### config.mk
export PLATFORM = sky130hd
export DESIGN_NAME = oc_uart_tx_arbiter
export DESIGN_NICKNAME = d
export VERILOG_FILES = /design/src/rtl/oc_uart_tx_arbiter.sv
export SDC_FILE = /design/constraint.sdc
export NUM_CORES = 1
export LEC_CHECK = 0
export CORE_ASPECT_RATIO = 1.4
export CORE_MARGIN = 1.5
export CORE_UTILIZATION = 32
export DETAILED_ROUTE_END_ITERATION = 7
export PLACE_DENSITY = 0.82
export SLEW_MARGIN = 20
export SYNTH_ARGS = -nofsm -noshare
export SYNTH_HDL_FRONTEND = slang
export SYNTH_SLANG_ARGS = --single-unit
### constraint.sdc
create_clock -name clock -period 4.8 [get_ports clock]
set_clock_uncertainty 0.1 [all_clocks]
set_input_delay 1.44 -clock clock [delete_from_list [all_inputs] [get_ports clock]]
set_output_delay 1.44 -clock clock [all_outputs]
set_load 0.02 [all_outputs]
### src/rtl/oc_uart_tx_arbiter.sv
// oc_uart_tx_arbiter
// Message-granular round-robin arbiter sharing one UART TX byte stream between
// several on-chip requesters. Once a requester is granted, its bytes pass straight
// through to the serializer until it sends a byte flagged reqLast or equal to
// EolByte. Messages from different requesters therefore never interleave.
//
// Optional feature: define OC_UART_TX_ARB_TIMEOUT_EN to build an idle counter.
// The counter force-releases an owner that stops presenting bytes for
// TimeoutCycles cycles. Each forced release is counted in timeoutCount.
// Without the macro, grant is held until the message ends and timeoutCount is 0.
//
// Ports:
//   clock        clock for all logic
//   resetN       asynchronous active-low reset
//   reqValid     per-requester byte valid
//   reqData      per-requester byte, requester i on bits [8i+7:8i]
//   reqLast      per-requester end-of-message flag
//   reqReady     per-requester accept (only the owner can be ready)
//   txValid      byte valid toward the serializer
//   txData       byte toward the serializer
//   txReady      serializer accept
//   grant        one-hot current owner, zero when idle
//   busy         a message is in progress
//   timeoutCount saturating count of forced releases
module oc_uart_tx_arbiter #(
  parameter int unsigned RequesterCount = 2,
  parameter logic [7:0]  EolByte        = 8'h0A,
  parameter int unsigned TimeoutCycles  = 4096
) (
  input  logic                          clock,
  input  logic                          resetN,
  input  logic [RequesterCount-1:0]     reqValid,
  input  logic [8*RequesterCount-1:0]   reqData,
  input  logic [RequesterCount-1:0]     reqLast,
  output logic [RequesterCount-1:0]     reqReady,
  output logic                          txValid,
  output logic [7:0]                    txData,
  input  logic                          txReady,
  output logic [RequesterCount-1:0]     grant,
  output logic                          busy,
  output logic [15:0]                   timeoutCount
);

  localparam int unsigned IdxW = (RequesterCount > 1) ? $clog2(RequesterCount) : 1;

  if (RequesterCount < 2 || RequesterCount > 8 || TimeoutCycles < 2) begin : g_bad_param
    $error("oc_uart_tx_arbiter: parameter out of range");
  end

  typedef enum logic [0:0] {StIdle, StGranted} state_e;

  state_e                    state_q, state_d;
  logic [RequesterCount-1:0] grant_q, grant_d;
  // While granted, last_grant_q is the current owner.
  logic [IdxW-1:0]           last_grant_q, last_grant_d;

  logic                      owner_valid;
  logic                      owner_last;
  logic [7:0]                owner_data;
  logic [IdxW+2:0]           data_lsb;
  logic                      xfer;
  logic                      msg_end;
  logic                      timeout_hit;

  logic                      pick_found;
  logic [IdxW-1:0]           pick_idx;

  assign data_lsb    = {last_grant_q, 3'b000};
  assign owner_valid = reqValid[last_grant_q];
  assign owner_last  = reqLast[last_grant_q];
  assign owner_data  = reqData[data_lsb +: 8];

  assign xfer    = (state_q == StGranted) && owner_valid && txReady;
  assign msg_end = xfer && (owner_last || (owner_data == EolByte));

  // Round-robin search starting just after the previous owner.
  always_comb begin
    int unsigned cand;
    pick_found = 1'b0;
    pick_idx   = '0;
    cand       = 0;
    for (int unsigned k = 1; k <= RequesterCount; k++) begin
      cand = (32'(last_grant_q) + k) % RequesterCount;
      if (!pick_found && reqValid[cand[IdxW-1:0]]) begin
        pick_found = 1'b1;
        pick_idx   = cand[IdxW-1:0];
      end
    end
  end

`ifdef OC_UART_TX_ARB_TIMEOUT_EN
  logic [31:0] idle_cnt_q, idle_cnt_d;
  logic [15:0] timeout_count_q, timeout_count_d;

  // Counts consecutive owner-idle cycles; a txReady stall with valid data is not idle.
  always_comb begin
    idle_cnt_d  = idle_cnt_q;
    timeout_hit = 1'b0;
    if (state_q != StGranted || owner_valid) begin
      idle_cnt_d = '0;
    end else if (idle_cnt_q == 32'(TimeoutCycles - 1)) begin
      timeout_hit = 1'b1;
      idle_cnt_d  = '0;
    end else begin
      idle_cnt_d = idle_cnt_q + 32'd1;
    end
  end

  always_comb begin
    timeout_count_d = timeout_count_q;
    if (timeout_hit && (timeout_count_q != 16'hFFFF)) begin
      timeout_count_d = timeout_count_q + 16'd1;
    end
  end

  always_ff @(posedge clock or negedge resetN) begin
    if (!resetN) begin
      idle_cnt_q      <= '0;
      timeout_count_q <= '0;
    end else begin
      idle_cnt_q      <= idle_cnt_d;
      timeout_count_q <= timeout_count_d;
    end
  end

  assign timeoutCount = timeout_count_q;
`else
  assign timeout_hit  = 1'b0;
  assign timeoutCount = '0;
`endif

  always_comb begin
    state_d      = state_q;
    grant_d      = grant_q;
    last_grant_d = last_grant_q;
    unique case (state_q)
      StIdle: begin
        if (pick_found) begin
          state_d           = StGranted;
          grant_d           = '0;
          grant_d[pick_idx] = 1'b1;
          last_grant_d      = pick_idx;
        end
      end
      StGranted: begin
        if (msg_end || timeout_hit) begin
          state_d = StIdle;
          grant_d = '0;
        end
      end
    endcase
  end

  always_ff @(posedge clock or negedge resetN) begin
    if (!resetN) begin
      state_q      <= StIdle;
      grant_q      <= '0;
      last_grant_q <= IdxW'(RequesterCount - 1);
    end else begin
      state_q      <= state_d;
      grant_q      <= grant_d;
      last_grant_q <= last_grant_d;
    end
  end

  // Zero-latency pass-through from the owner to the serializer.
  always_comb begin
    txValid  = 1'b0;
    txData   = '0;
    reqReady = '0;
    if (state_q == StGranted) begin
      txValid                = owner_valid;
      txData                 = owner_data;
      reqReady[last_grant_q] = txReady;
    end
  end

  assign busy  = (state_q == StGranted);
  assign grant = grant_q;

endmodule

==> reports/metrics.yaml, run 1 <==
outcome:
  outcome: "completed"
timing:
  period_share: 0.9106
  slew_violations: 0
  period_minus_slack_ns: 4.371
  hold_viol: 0
  maxClockFrequency_ghz: 0.2288
  rsz0062_at_grt: "false"
  setup_tns_ns: 0
  setup-violations-final: 0
yosys:
  synthCells: 79
  synth.area.top_cells: "buf_4 (21%), mux2i_1 (15%), dfrtp_1 (13%)"
  synth_edf_count: 0
  yosysSeqAreaShare: 0.1695
  yosys.cell_types.count: 27
  synth_ff_type: "dfrtp_1"
  synth-warning-count: 0
  synth_commonest_cells: "buf_4 (17), nor2_1 (11), mux2i_1 (9), nand2_1 (5), nand2b_1 (4)"
  synth-async-reset-ratio: 1.000
  synth-seq-cells: 4
  syn_avg_cell_area_sq_um: 7.571
  yosys.cell_count.top_type: "buf_4"
  synth_top_area_frac: 0.2134
  syn-cell-area_sq_um: 598.1
  synth_top_cell_by_area: "buf_4"
worst_setup_path:
  critical_path_class: "input port to output port"
  start_kind: "input port"
  required_ns: 3.26
  crit_buf_inv: 2
  crit_top_cell: "clkdlybuf4s50_1"
  path_delay_family: "buffers and inverters"
  slowest_stage: "clkdlybuf4s50_1"
  reg2reg_depth: 4
  crit_path_cell_trace: "clkdlybuf4s50_1 > mux2i_1 > nor2_1 > clkdlybuf4s50_1"
  critPathCaptureType: "output port"
  r2r_slack_ns: 2.97
  crit_arrival_ns: 2.83
  r2r_start: "last_grant_q"
  rr_endpoint: "grant[0]"
  worst-path-max-fanout: 6
  worst_path_largest_cell_delay_ns: 0.61
finish:
  n_antenna_cell: 0
  final_layout_size_suffix_gt1_frac: 0.06087
  synthToLayoutAreaGrowth_pct: 54.18
  final_util: 0.5249
  final_nets: 139
power_and_ir_drop:
  power_density_nw_per_um2: 510.5
  p_seq_frac: 0.213
  pwr-share-comb: 0.680
  leakage_nw: 0.3990
  switching_power_mw: 0.2216
  clockPowerShare: 0.107
  ir_drop_v: 0.0002745
  switching_share: 0.4706
  intPower_mw: 0.2492
clocking:
  cts_max_level: 1
  worstSkewPairLatency_ns: 0.25
  hold_buffers: 0
  cts.clk_slew.worst_paths_ns: 0.05
  cts_buffer_depth: 2
  cts_buffers: 3
  cts_setup_buffers: 0
  cts_resized: 0
  cts_num_sinks: 4
  cts_root_buf: "clkbuf_4"
  cts_tree: "yes"
global_routing:
  grt-ovfl-total: 0
  grt_pass1_vias: 561
  grt_max_degree: 21
  antenna_found_initial: 0
  track_usage: 0.1486
  grt_first_pass_wirelength_microns: 2159
floorplan:
  core-area_sq_um: 1757
  dieHeight_microns: 54.15
  start_util: 0.3405
  io_pins: 53
  dieArea_sq_um: 2141
  fp-row-count: 18
  die_x_microns: 39.54
drt:
  post_drt_via_cell_ratio: 4.681
  drtPass1Iterations: 2
  drc: 0
  totalWireLength_microns: 1563
  postRouteAntennaNets: 0
  wl_per_cell_microns: 11.58
  via_count: 632
  drt_iter0_drc: 3
worst_hold_path:
  hold-path-cell-count: 2
  holdCritStartpoint: "grant[1]"
  hold_path_end: "grant[1]"
  hold_path.class: "flip-flop to flip-flop"
flow_run:
  drv_cap: 0
placement:
  place_hpwl_microns: 1204
  routabilityCongestion: 0.7553
  io_buffer_count: 36
## per-stage QoR
step / setup slack [ns] / area [sq um] / hold slack [ns] / cells / total power, mW
global placement: 0.4385 / 895.9 / 0.4734 / 131 / 0.4181
floorplan: 1.413 / 654.4 / 0.5424 / 94 / 0.3018
global route: 0.3413 / 922.1 / 0.5122 / 135 / 0.5000
detailed placement: 0.4320 / 895.9 / 0.4798 / 131 / 0.4199
CTS: 0.4245 / 922.1 / 0.4865 / 135 / 0.4728
finish: 0.4290 / 922.1 / 0.4846 / 135 / 0.4708
## worst max-delay path by stage
stage	startpoint	endpoint	slack (ns)	cells past startpoint
after floorplan	reqData[11]	txData[3]	1.41	2
after global routing	reqValid[0]	txValid	0.34	4
after detailed placement	reqValid[1]	txValid	0.43	4
after global placement	reqValid[1]	txValid	0.44	4
after CTS	reqValid[1]	txValid	0.42	4
final	reqValid[0]	txValid	0.43	4
## registers in the layout (all words and copies together) (netlist names)
register and flops:
grant 2, last_grant_q 1, busy 1
## power by group through the flow
stage	Sequential (mW)	Clock (mW)	Combinational, mW
2_1_floorplan	0.0764	0	0.225
3_3_place_gp	0.100	0	0.318
3_5_place_dp	0.0995	0	0.320
4_1_cts	0.0999	0.0496	0.323
5_1_grt	0.105	0.0508	0.344
6_report	0.100	0.0503	0.320
## kinds of logic (layout without fill, tap and decap cells)
| kind of cell | Yosys count | after routing | share of synthesized area |
|---|---|---|---|
| AND/OR/NAND/NOR | 29 | 29 | 0.2448 |
| multiplexers | 9 | 9 | 0.1506 |
| flip-flops | 4 | 4 | 0.1695 |
| AO/OA/AOI/OAI | 14 | 14 | 0.1694 |
| buffers and inverters | 22 | 43 | 0.2594 |
| other | 1 | 16 | 0.006270 |
## cell usage in the layout (no fill, tap or decap), types with 3 or more instances in the layout
cell type | synthesis | final
nor2_1 | 11 | 11
dfrtp_1 | 3 | 3
clkdlybuf4s50_1 | 0 | 36
clkbuf_4 | 0 | 3
conb_1 | 1 | 16
nand3_1 | 3 | 3
o21ai_0 | 3 | 3
mux2i_1 | 9 | 9
nand2_1 | 5 | 5
nand2b_1 | 4 | 4
a21oi_1 | 3 | 3
## worst reg2reg max path, delay by kind of cell (launching register included)
kind / cells / cell delay (ns)
flops: 1 / 0.80
simple gates: 2 / 0.55
compound gates: 2 / 0.26
## cell type report
class,instances,area (sq um)
Inverter,3,11.26
Fill cell,186,834.6
Multi-Input combinational cell,68,397.9
Tap cell,20,25.02
Clock buffer,4,26.28
Sequential cell,4,101.3
Timing Repair Buffer,36,360.3
## per-layer routing
metal,global-route usage,share of wire,routed length [microns],vias to the layer above
li1,-,-,-,311
met3,0.02479,0.067,105,3
met2,0.2951,0.54,848,33
met4,0.06897,0.012,18,0
met5,0,0,0,-
met1,0.1360,0.38,591,285
(Power assumes the default switching activity.)
==> run 2: changes to the inputs <==
--- a/config.mk
+++ b/config.mk
@@ -8,7 +8,8 @@
 export CORE_ASPECT_RATIO = 1.4
 export CORE_MARGIN = 1.5
-export CORE_UTILIZATION = 32
+export CORE_UTILIZATION = 31
 export DETAILED_ROUTE_END_ITERATION = 7
-export PLACE_DENSITY = 0.82
+export HOLD_SLACK_MARGIN = 0.08
+export PLACE_DENSITY = 0.8
 export SLEW_MARGIN = 20
 export SYNTH_ARGS = -nofsm -noshare
==> constraint.sdc (replaced) <==
create_clock -name clock -period 4.19 [get_ports clock]
set_clock_uncertainty 0.1 [all_clocks]
set_input_delay 1.257 -clock clock [delete_from_list [all_inputs] [get_ports clock]]
set_output_delay 1.257 -clock clock [all_outputs]
set_load 0.01 [all_outputs]
==> reports/metrics.yaml, run 2 (synthesis gave the netlist of run 1 again) <==
power_and_ir_drop:
  switching_power_mw: 0.2007  # -9.4%
  ir_drop_v: 0.0003200  # +17%
  leakage_nw: 0.3990  # unchanged
  clockPowerShare: 0.116  # +0.009
  p_seq_frac: 0.236  # +0.023
  power_density_nw_per_um2: 526.8  # +3.2%
  switching_share: 0.4131  # -0.05756
  pwr-share-comb: 0.648  # -0.032
  intPower_mw: 0.2851  # +14%
  total_power_mw: 0.4858  # +3.2%
worst_hold_path:
  hold_path.class: "flip-flop to flip-flop"
  hold_path_end: "grant[1]"
  holdCritStartpoint: "grant[1]"
  hold-path-cell-count: 2  # unchanged
worst_setup_path:
  cp-startpoint: "reqValid[1]"
  worst_path_largest_cell_delay_ns: 0.56  # -0.05 ns
  r2r_start: "last_grant_q"
  reg2reg_depth: 4  # unchanged
  required_ns: 2.83  # -0.43 ns
  slowest_stage: "clkdlybuf4s50_1"
  start_kind: "input port"
  crit_buf_inv: 2  # unchanged
  crit_path_cell_trace: "clkdlybuf4s50_1 > mux2i_1 > nor2_1 > clkdlybuf4s50_1"
  crit_top_cell: "clkdlybuf4s50_1"
  r2r_slack_ns: 2.40  # -0.57 ns
  critical_path_class: "input port to output port"
  rr_endpoint: "grant[0]"
  crit_arrival_ns: 2.58  # -0.25 ns
  worst-path-max-fanout: 6  # unchanged
  critPathCaptureType: "output port"
  path_delay_family: "buffers and inverters"
flow_run:
  drv_cap: 0  # unchanged
floorplan:
  dieHeight_microns: 54.97  # +1.5%
  io_pins: 53  # unchanged
  start_util: 0.3361  # -0.004309
  die_x_microns: 40.12  # +1.5%
  core-area_sq_um: 1779  # +1.3%
  fp-row-count: 18  # unchanged
  dieArea_sq_um: 2205  # +3.0%
finish:
  final_nets: 139  # unchanged
  final_util: 0.5183  # -0.006645
  largest_register_ffs: 2  # unchanged
  synthToLayoutAreaGrowth_pct: 54.18  # unchanged
  final_area_sq_um: 922.1  # unchanged
  layout_common_cells: "clkdlybuf4s50_1 (36), conb_1 (16), nor2_1 (11)"
  final_common_cell: "clkdlybuf4s50_1"
  n_antenna_cell: 0  # unchanged
  final_layout_size_suffix_gt1_frac: 0.06087  # unchanged
global_routing:
  grt_pass1_vias: 590  # +5.2%
  track_usage: 0.1583  # +0.009642
  grt_first_pass_wirelength_microns: 2352  # +8.9%
  antenna_found_initial: 0  # unchanged
  grt-ovfl-total: 0  # unchanged
  grt_max_degree: 21  # unchanged
placement:
  io_buffer_count: 36  # unchanged
  place_hpwl_microns: 1271  # +5.6%
  routabilityCongestion: 0.7504  # -0.65%
  pre_cts_ws_ns: 0.2539  # -0.1781 ns
  place_area_sq_um: 895.9  # unchanged
clocking:
  cts_buffers: 3  # unchanged
  worstSkewPairLatency_ns: 0.25  # about the same
  cts_tree: "yes"
  cts_resized: 0  # unchanged
  cts_root_buf: "clkbuf_4"
  hold_buffers: 0  # unchanged
  cts.clk_slew.worst_paths_ns: 0.05  # about the same
  cts_max_level: 1  # unchanged
  cts_num_sinks: 4  # unchanged
  cts_buffer_depth: 2  # unchanged
  cts_setup_buffers: 0  # unchanged
timing:
  setup-violations-final: 0  # unchanged
  setup_slack_ns: 0.2554  # -0.1736 ns
  rsz0062_at_grt: "false"
  setup_tns_ns: 0  # unchanged
  period_share: 0.9390
  slew_violations: 0  # unchanged
  hold_viol: 0  # unchanged
  period_minus_slack_ns: 3.935
  maxClockFrequency_ghz: 0.2542
drt:
  postRouteAntennaNets: 0  # unchanged
  wl_per_cell_microns: 11.46  # -1.0%
  post_drt_via_cell_ratio: 4.785  # +2.2%
  drt_iter0_drc: 7  # +4
  totalWireLength_microns: 1547  # -1.0%
  via_count: 646  # +2.2%
  drc: 0  # unchanged
  drtPass1Iterations: 4  # +2
outcome:
  outcome: "completed"
[run 2: cell counts in the layout (fill, tap and decap cells not counted)]
No cell type changed its count.
[run 2: per-layer routing]
layer / up-vias / share of wire / wire length (microns) / global-route usage
li1: 311 / - / - / -
met1: 295 / 0.32 / 496 / 0.1337
met2: 38 / 0.57 / 889 / 0.3145
met3: 2 / 0.095 / 147 / 0.04800
met4: 0 / 0.0090 / 14 / 0.06897
met5: - / 0 / 0 / 0
[run 2: power groups by stage]
stage / registers (mW) / logic, mW / clock network [mW]
floorplan: 0.0780 / 0.216 / 0
global placement: 0.115 / 0.313 / 0
detailed placement: 0.115 / 0.316 / 0
CTS: 0.115 / 0.318 / 0.0574
global route: 0.121 / 0.344 / 0.0622
finish: 0.114 / 0.315 / 0.0565
[run 2: cell type report]
type | instances | area [sq um]
multi-input cells | 68 | 397.9
flip-flops and latches | 4 | 101.3
repair buffers | 36 | 360.3
inverters | 3 | 11.26
fillers | 173 | 857.1
clock buffers | 4 | 26.28
well taps | 20 | 25.02
[run 2: through the flow]
step | std cells | hold slack [ns]
floorplan | 94 | 0.4861
global placement | 131 | 0.4740
detailed placement | 131 | 0.4820
CTS | 135 | 0.4948
global route | 135 | 0.5279
finish | 135 | 0.4893
[run 2: worst register-to-register path, stage by stage (launching register included)]
cell and delay [ns]:
dfstp_2 0.79, nand2_2 0.09, or4_4 0.44, a22oi_4 0.16, o22ai_1 0.09
[run 2: how the worst max path moves through the flow]
stage	end	cells after the start	slack (ns)
after floorplan	txData[3]	2	1.31
after global placement	txValid	4	0.26
after detailed placement	txValid	4	0.25
after CTS	txValid	4	0.25
after global routing	txValid	4	0.18
final	txValid	4	0.26
==> run 3: changes to the inputs <==
- TNS_END_PERCENT: not set -> 100
==> results of run 3 <==
The final DEF is identical to that of run 2; final timing and power are the same.
==> RTL edit 1: new RTL, config.mk and constraints of run 3 <==
Build with the macro `OC_UART_TX_ARB_TIMEOUT_EN` defined.
--- a/src/rtl/oc_uart_tx_arbiter.sv
+++ b/src/rtl/oc_uart_tx_arbiter.sv
@@ -24,2 +24,4 @@
 //   timeoutCount saturating count of forced releases
+`define OC_UART_TX_ARB_TIMEOUT_EN
+
 module oc_uart_tx_arbiter #(
Formal check against the unedited RTL: no difference found for any inputs over 10 cycles, from zero or initial values and one cycle with resetN low; that may be too few to reach the edited logic, so the function may still have changed.
==> RTL edit 1 against run 3 <==
Register-to-register slack got worse by 0.76 ns; total power rose to 3.0 times the old value; sequential cell count rose by 48; maximum frequency fell by 0.37%; wire length rose to 3.9 times the old value; cell area rose to 3.9 times the old value; non-clock buffer count rose by 19; area after synthesis rose to 4.7 times the old value; setup slack got worse by 0.015 ns.
==> RTL edit 1: results (changes against run 3) <==
* Outcome: finished clean
* Via density at 5.14 (+7.4%)
* Sequential area share after synthesis at 46.1% (+29 points)
* Reg2reg setup slack at 1.64 ns (-0.76 ns)
* DPL Wire Length at 4.38 mm (+240%)
* Routability-driven placement congestion ratio at 0.851 (+13%)
* Synth top area cells: dfrtp_1 45%, xnor2_1 6.8%, xor2_1 6.5%
* CP max stage cell: clkdlybuf4s50_1
* Nets at 364 (+160%)
* Hold Path Origin: idle_cnt_q[0]
* GRT Total Usage at 13.1% (-2.7 points)
* Vias in the first global route at 2,370 (+300%)
* Pleak at 1.52 nW (+280%)
* Comb pwr at 0.374 mW (+19%)
* Die ar. at 9710 µm² (+340%)
* H-tree lvl count at 2 (+1)
* Port Buffers at 52 (+44%)
* Share of cells above drive strength 1 at 6.76% (+0.68 points)
* Global-route wire length before repair at 10.7 mm (+350%)
* R2R depth at 6 (+2)
* Initial antenna violation count at 0 (unchanged)
* VDD IR-drop max at 0.288 mV (-9.9%)
* WHS Endpoint: idle_cnt_q[0]
* Max FFs per register at 32 (+30)
* Root Driver: clkbuf_16
* Hold depth at 1 (-1)
* Largest net degree at the start of global routing at 33 (+57%)
* Clk_lat worst skew at 0.29 ns (+0.04 ns)
* Critical Path AT at 2.59 ns (about the same)
==> RTL edit 1: stage by stage <==
stage	cell area [µm²]	total power [mW]	hold slack [ns]	instances	utilization, %
2_1_floorplan	2830	0.821	0.350	287	-
3_3_place_gp	3440	0.970	0.370	439	38.5
3_5_place_dp	3440	0.981	0.379	439	38.5
4_1_cts	3610	1.46	0.389	447	40.5
5_1_grt	3610	1.52	0.409	447	40.5
6_report	3610	1.44	0.387	447	40.5
==> RTL edit 1: worst max-delay path by stage <==
stage                 from  endpoint  cells past startpoint
6_report       reqValid[0]   txValid                      4
5_1_grt        reqValid[0]   txValid                      4
4_1_cts        reqValid[0]   txValid                      4
3_5_place_dp   reqValid[0]   txValid                      4
3_3_place_gp   reqValid[0]   txValid                      4
2_1_floorplan  reqValid[1]   txValid                      2
==> RTL edit 1: kinds of logic (layout without fill, tap and decap cells) <==
| kind of cell | count (synthesis) | after routing | share of synthesized area, % |
|---|---|---|---|
| simple gates | 147 | 147 | 28.7 |
| flops | 52 | 52 | 46.1 |
| xor+xnor | 43 | 43 | 13.3 |
| compound gates | 16 | 16 | 3.67 |
| buf+inv | 15 | 68 | 2.92 |
| mux | 12 | 12 | 4.47 |
| fa+ha+maj | 2 | 2 | 0.885 |
==> RTL edit 1: final cells by class <==
type                            instances  area (µm²)
Multi-Input combinational cell        220        1440
Inverter                                5        18.8
Tap cell                              107         134
Timing Repair Buffer                   55         538
Sequential cell                        52        1300
Clock buffer                            6         139
Clock inverter                          2        38.8
Fill cell                             850        5310
==> RTL edit 1: routing by layer <==
layer	part of all wire, %	GRT usage, %	vias up
li1	-	-	1105
met1	42	15.4	1118
met2	52	23.5	63
met3	4.5	2.71	12
met4	1.6	5.14	0
met5	0	0	-
==> RTL edit 2: new RTL, settings of run 3 <==
Made on the original files. Put a register stage on the output `txData`. The value now appears one clock later. The other outputs are not delayed to match.
--- a/src/rtl/oc_uart_tx_arbiter.sv
+++ b/src/rtl/oc_uart_tx_arbiter.sv
@@ -44,2 +44,4 @@
   localparam int unsigned IdxW = (RequesterCount > 1) ? $clog2(RequesterCount) : 1;
+
+  logic [7:0] txData_d;
 
@@ -168,3 +170,3 @@
     txValid  = 1'b0;
-    txData   = '0;
+    txData_d = '0;
     reqReady = '0;
@@ -172,3 +174,3 @@
       txValid                = owner_valid;
-      txData                 = owner_data;
+      txData_d               = owner_data;
       reqReady[last_grant_q] = txReady;
@@ -180,2 +182,6 @@
 
+  always_ff @(posedge clock) begin
+    txData <= txData_d;
+  end
+
 endmodule
Formal check against the unedited RTL: not equivalent (Yosys sat finds a counterexample within 4 cycles, from zero or initial values and one cycle with resetN low).
==> RTL edit 2 against run 3 <==
Non-clock buffer count rose by 1; total power up 17%; final cell count rose by 16%; sequential share of layout area up 12 points; cell area rose by 23%; clock power is 28% higher; area after synthesis increased by 32%; wire length rose by 9.4%; setup slack worse by 0.053 ns; sequential power grew 94%; via count increased by 7.1%; core utilization down 4.3 points; largest power group unchanged; sequential cell count is 8 higher.
==> RTL edit 2: results (changes against run 3) <==
* Place WS at 0.192 ns (-0.0614 ns)
* Root Driver: clkbuf_4
* Share of cells above drive strength 1 at 9.02% (+2.9 points)
* Port Buffers at 36 (unchanged)
* Global-route wire length before repair at 2.65 mm (+13%)
* Synth async-reset ratio at 33.3% (-67 points)
* Yosys warns at 0 (unchanged)
* Initial antenna violation count at 0 (unchanged)
* Iteration-0 DRC count of the detailed router at 8 (+1)
* Fillcell total at 229 (+32%)
* Synth top area cells: dfxtp_1 20%, buf_4 15%, mux2i_1 11%
* Reg with most FFs: txData
* Nets at 146 (+5.0%)
* CTS buffer count at 3 (unchanged)
* Complex-gate fraction of the synthesized area at 13.0% (-3.9 points)
* CP Max Fanout at 6 (unchanged)
* Outcome: finished clean
* VDD IR-drop max at 0.197 mV (-39%)
* Adder-Cell Fraction of Synth Area at 0% (unchanged)
* Hold Crit Class: reg2reg
* Largest net degree at the start of global routing at 21 (unchanged)
* Pleak at 0.467 nW (+17%)
* Sequential area share after synthesis at 33.2% (+16 points)
* Total setup buffers inserted after CTS at 0 (unchanged)
* Clk_lat worst skew at 0.26 ns
* Vias at 692 (+7.1%)
* Longest Clk Path Bufs at 2 (unchanged)
* Top cells by count, synth: 16 x buf_4, 9 x mux2i_1, 8 x dfxtp_1, 8 x nor2b_1
* H-tree lvl count at 1 (unchanged)
* # resized after CTS at 0 (unchanged)
* WL/cell at 10.9 µm (-5.3%)
* Ant diodes at 0 (unchanged)
* Max FFs per register at 8 (+6)
* Vias in the first global route at 668 (+13%)
* DPL Wire Length at 1.41 mm (+11%)
* Post-synth cell types at 28 (+3.7%)
* Cell Area, Placed at 1110 µm² (+24%)
* Setup crit start: reqValid[0]
* Reg2Reg Launch Point: last_grant_q
* First-pass detailed-route iteration total at 4 (unchanged)
* GRT Total Usage at 12.2% (-3.6 points)
* Post-synthesis mux area share at 11.4% (-3.6 points)
* Area share of xor/xnor cells in the synthesized design at 0% (unchanged)
* Hold Path Origin: grant[0]
* Routability-driven placement congestion ratio at 0.806 (+7.4%)
* Top FF cell, synth: dfxtp_1
* Clk slew on worst S/H paths at 0.07 ns (+0.02 ns)
==> RTL edit 2: critical path, cell delays in order <==
cell and delay [ns]:
clkdlybuf4s50_1 0.55, mux2i_1 0.14, nor2b_1 0.14, clkdlybuf4s50_1 0.54
==> RTL edit 2: logic make-up (layout without fill, tap and decap cells) <==
kind of cell / count (synthesis) / count (layout)
buf+inv: 20 / 41
flops: 12 / 12
compound gates: 12 / 12
other cells: 1 / 16
mux: 9 / 9
simple gates: 32 / 32
==> RTL edit 2: cell type report <==
type / count / area, µm² / area share (%)
multi-input cells: 69 / 438 / 38.5
repair buffers: 37 / 368 / 32.4
flip-flops and latches: 12 / 262 / 23.0
well taps: 34 / 42.5 / 3.74
clock buffers: 4 / 26.3 / 2.31
==> RTL edit 2: per-layer routing <==
metal	track usage (%)	wire (µm)	up-vias
met5	0	0	-
met4	4.41	0	0
met3	2.31	170	0
met2	23.8	923	43
met1	11.3	598	313
li1	-	-	336
==> RTL edit 2: report_power, final <==
group,internal (mW),leakage [nW],switching [mW]
logic,0.171,0.342,0.105
registers,0.165,0.110,0.0558
clock network,0.0368,0.0150,0.0358
==> RTL edit 2: stage by stage <==
step	util, %	std cells
after global routing	47.5	156
final	47.5	156
after floorplan	-	101
after global placement	46.4	152
after CTS	47.5	156
after detailed placement	46.4	152
==> RTL edit 2: final timing paths <==
path / to / slack, ns / depth (start not counted)
setup / recovery: txValid / 0.20 / 4
hold / removal: grant[0] / 0.46 / 2
setup reg to reg: busy / 2.25 / 4
hold reg to reg: grant[0] / 0.46 / 2
max in group asynchronous: last_grant_q / 2.68 / 1
min in group asynchronous: grant[1] / 1.08 / 1
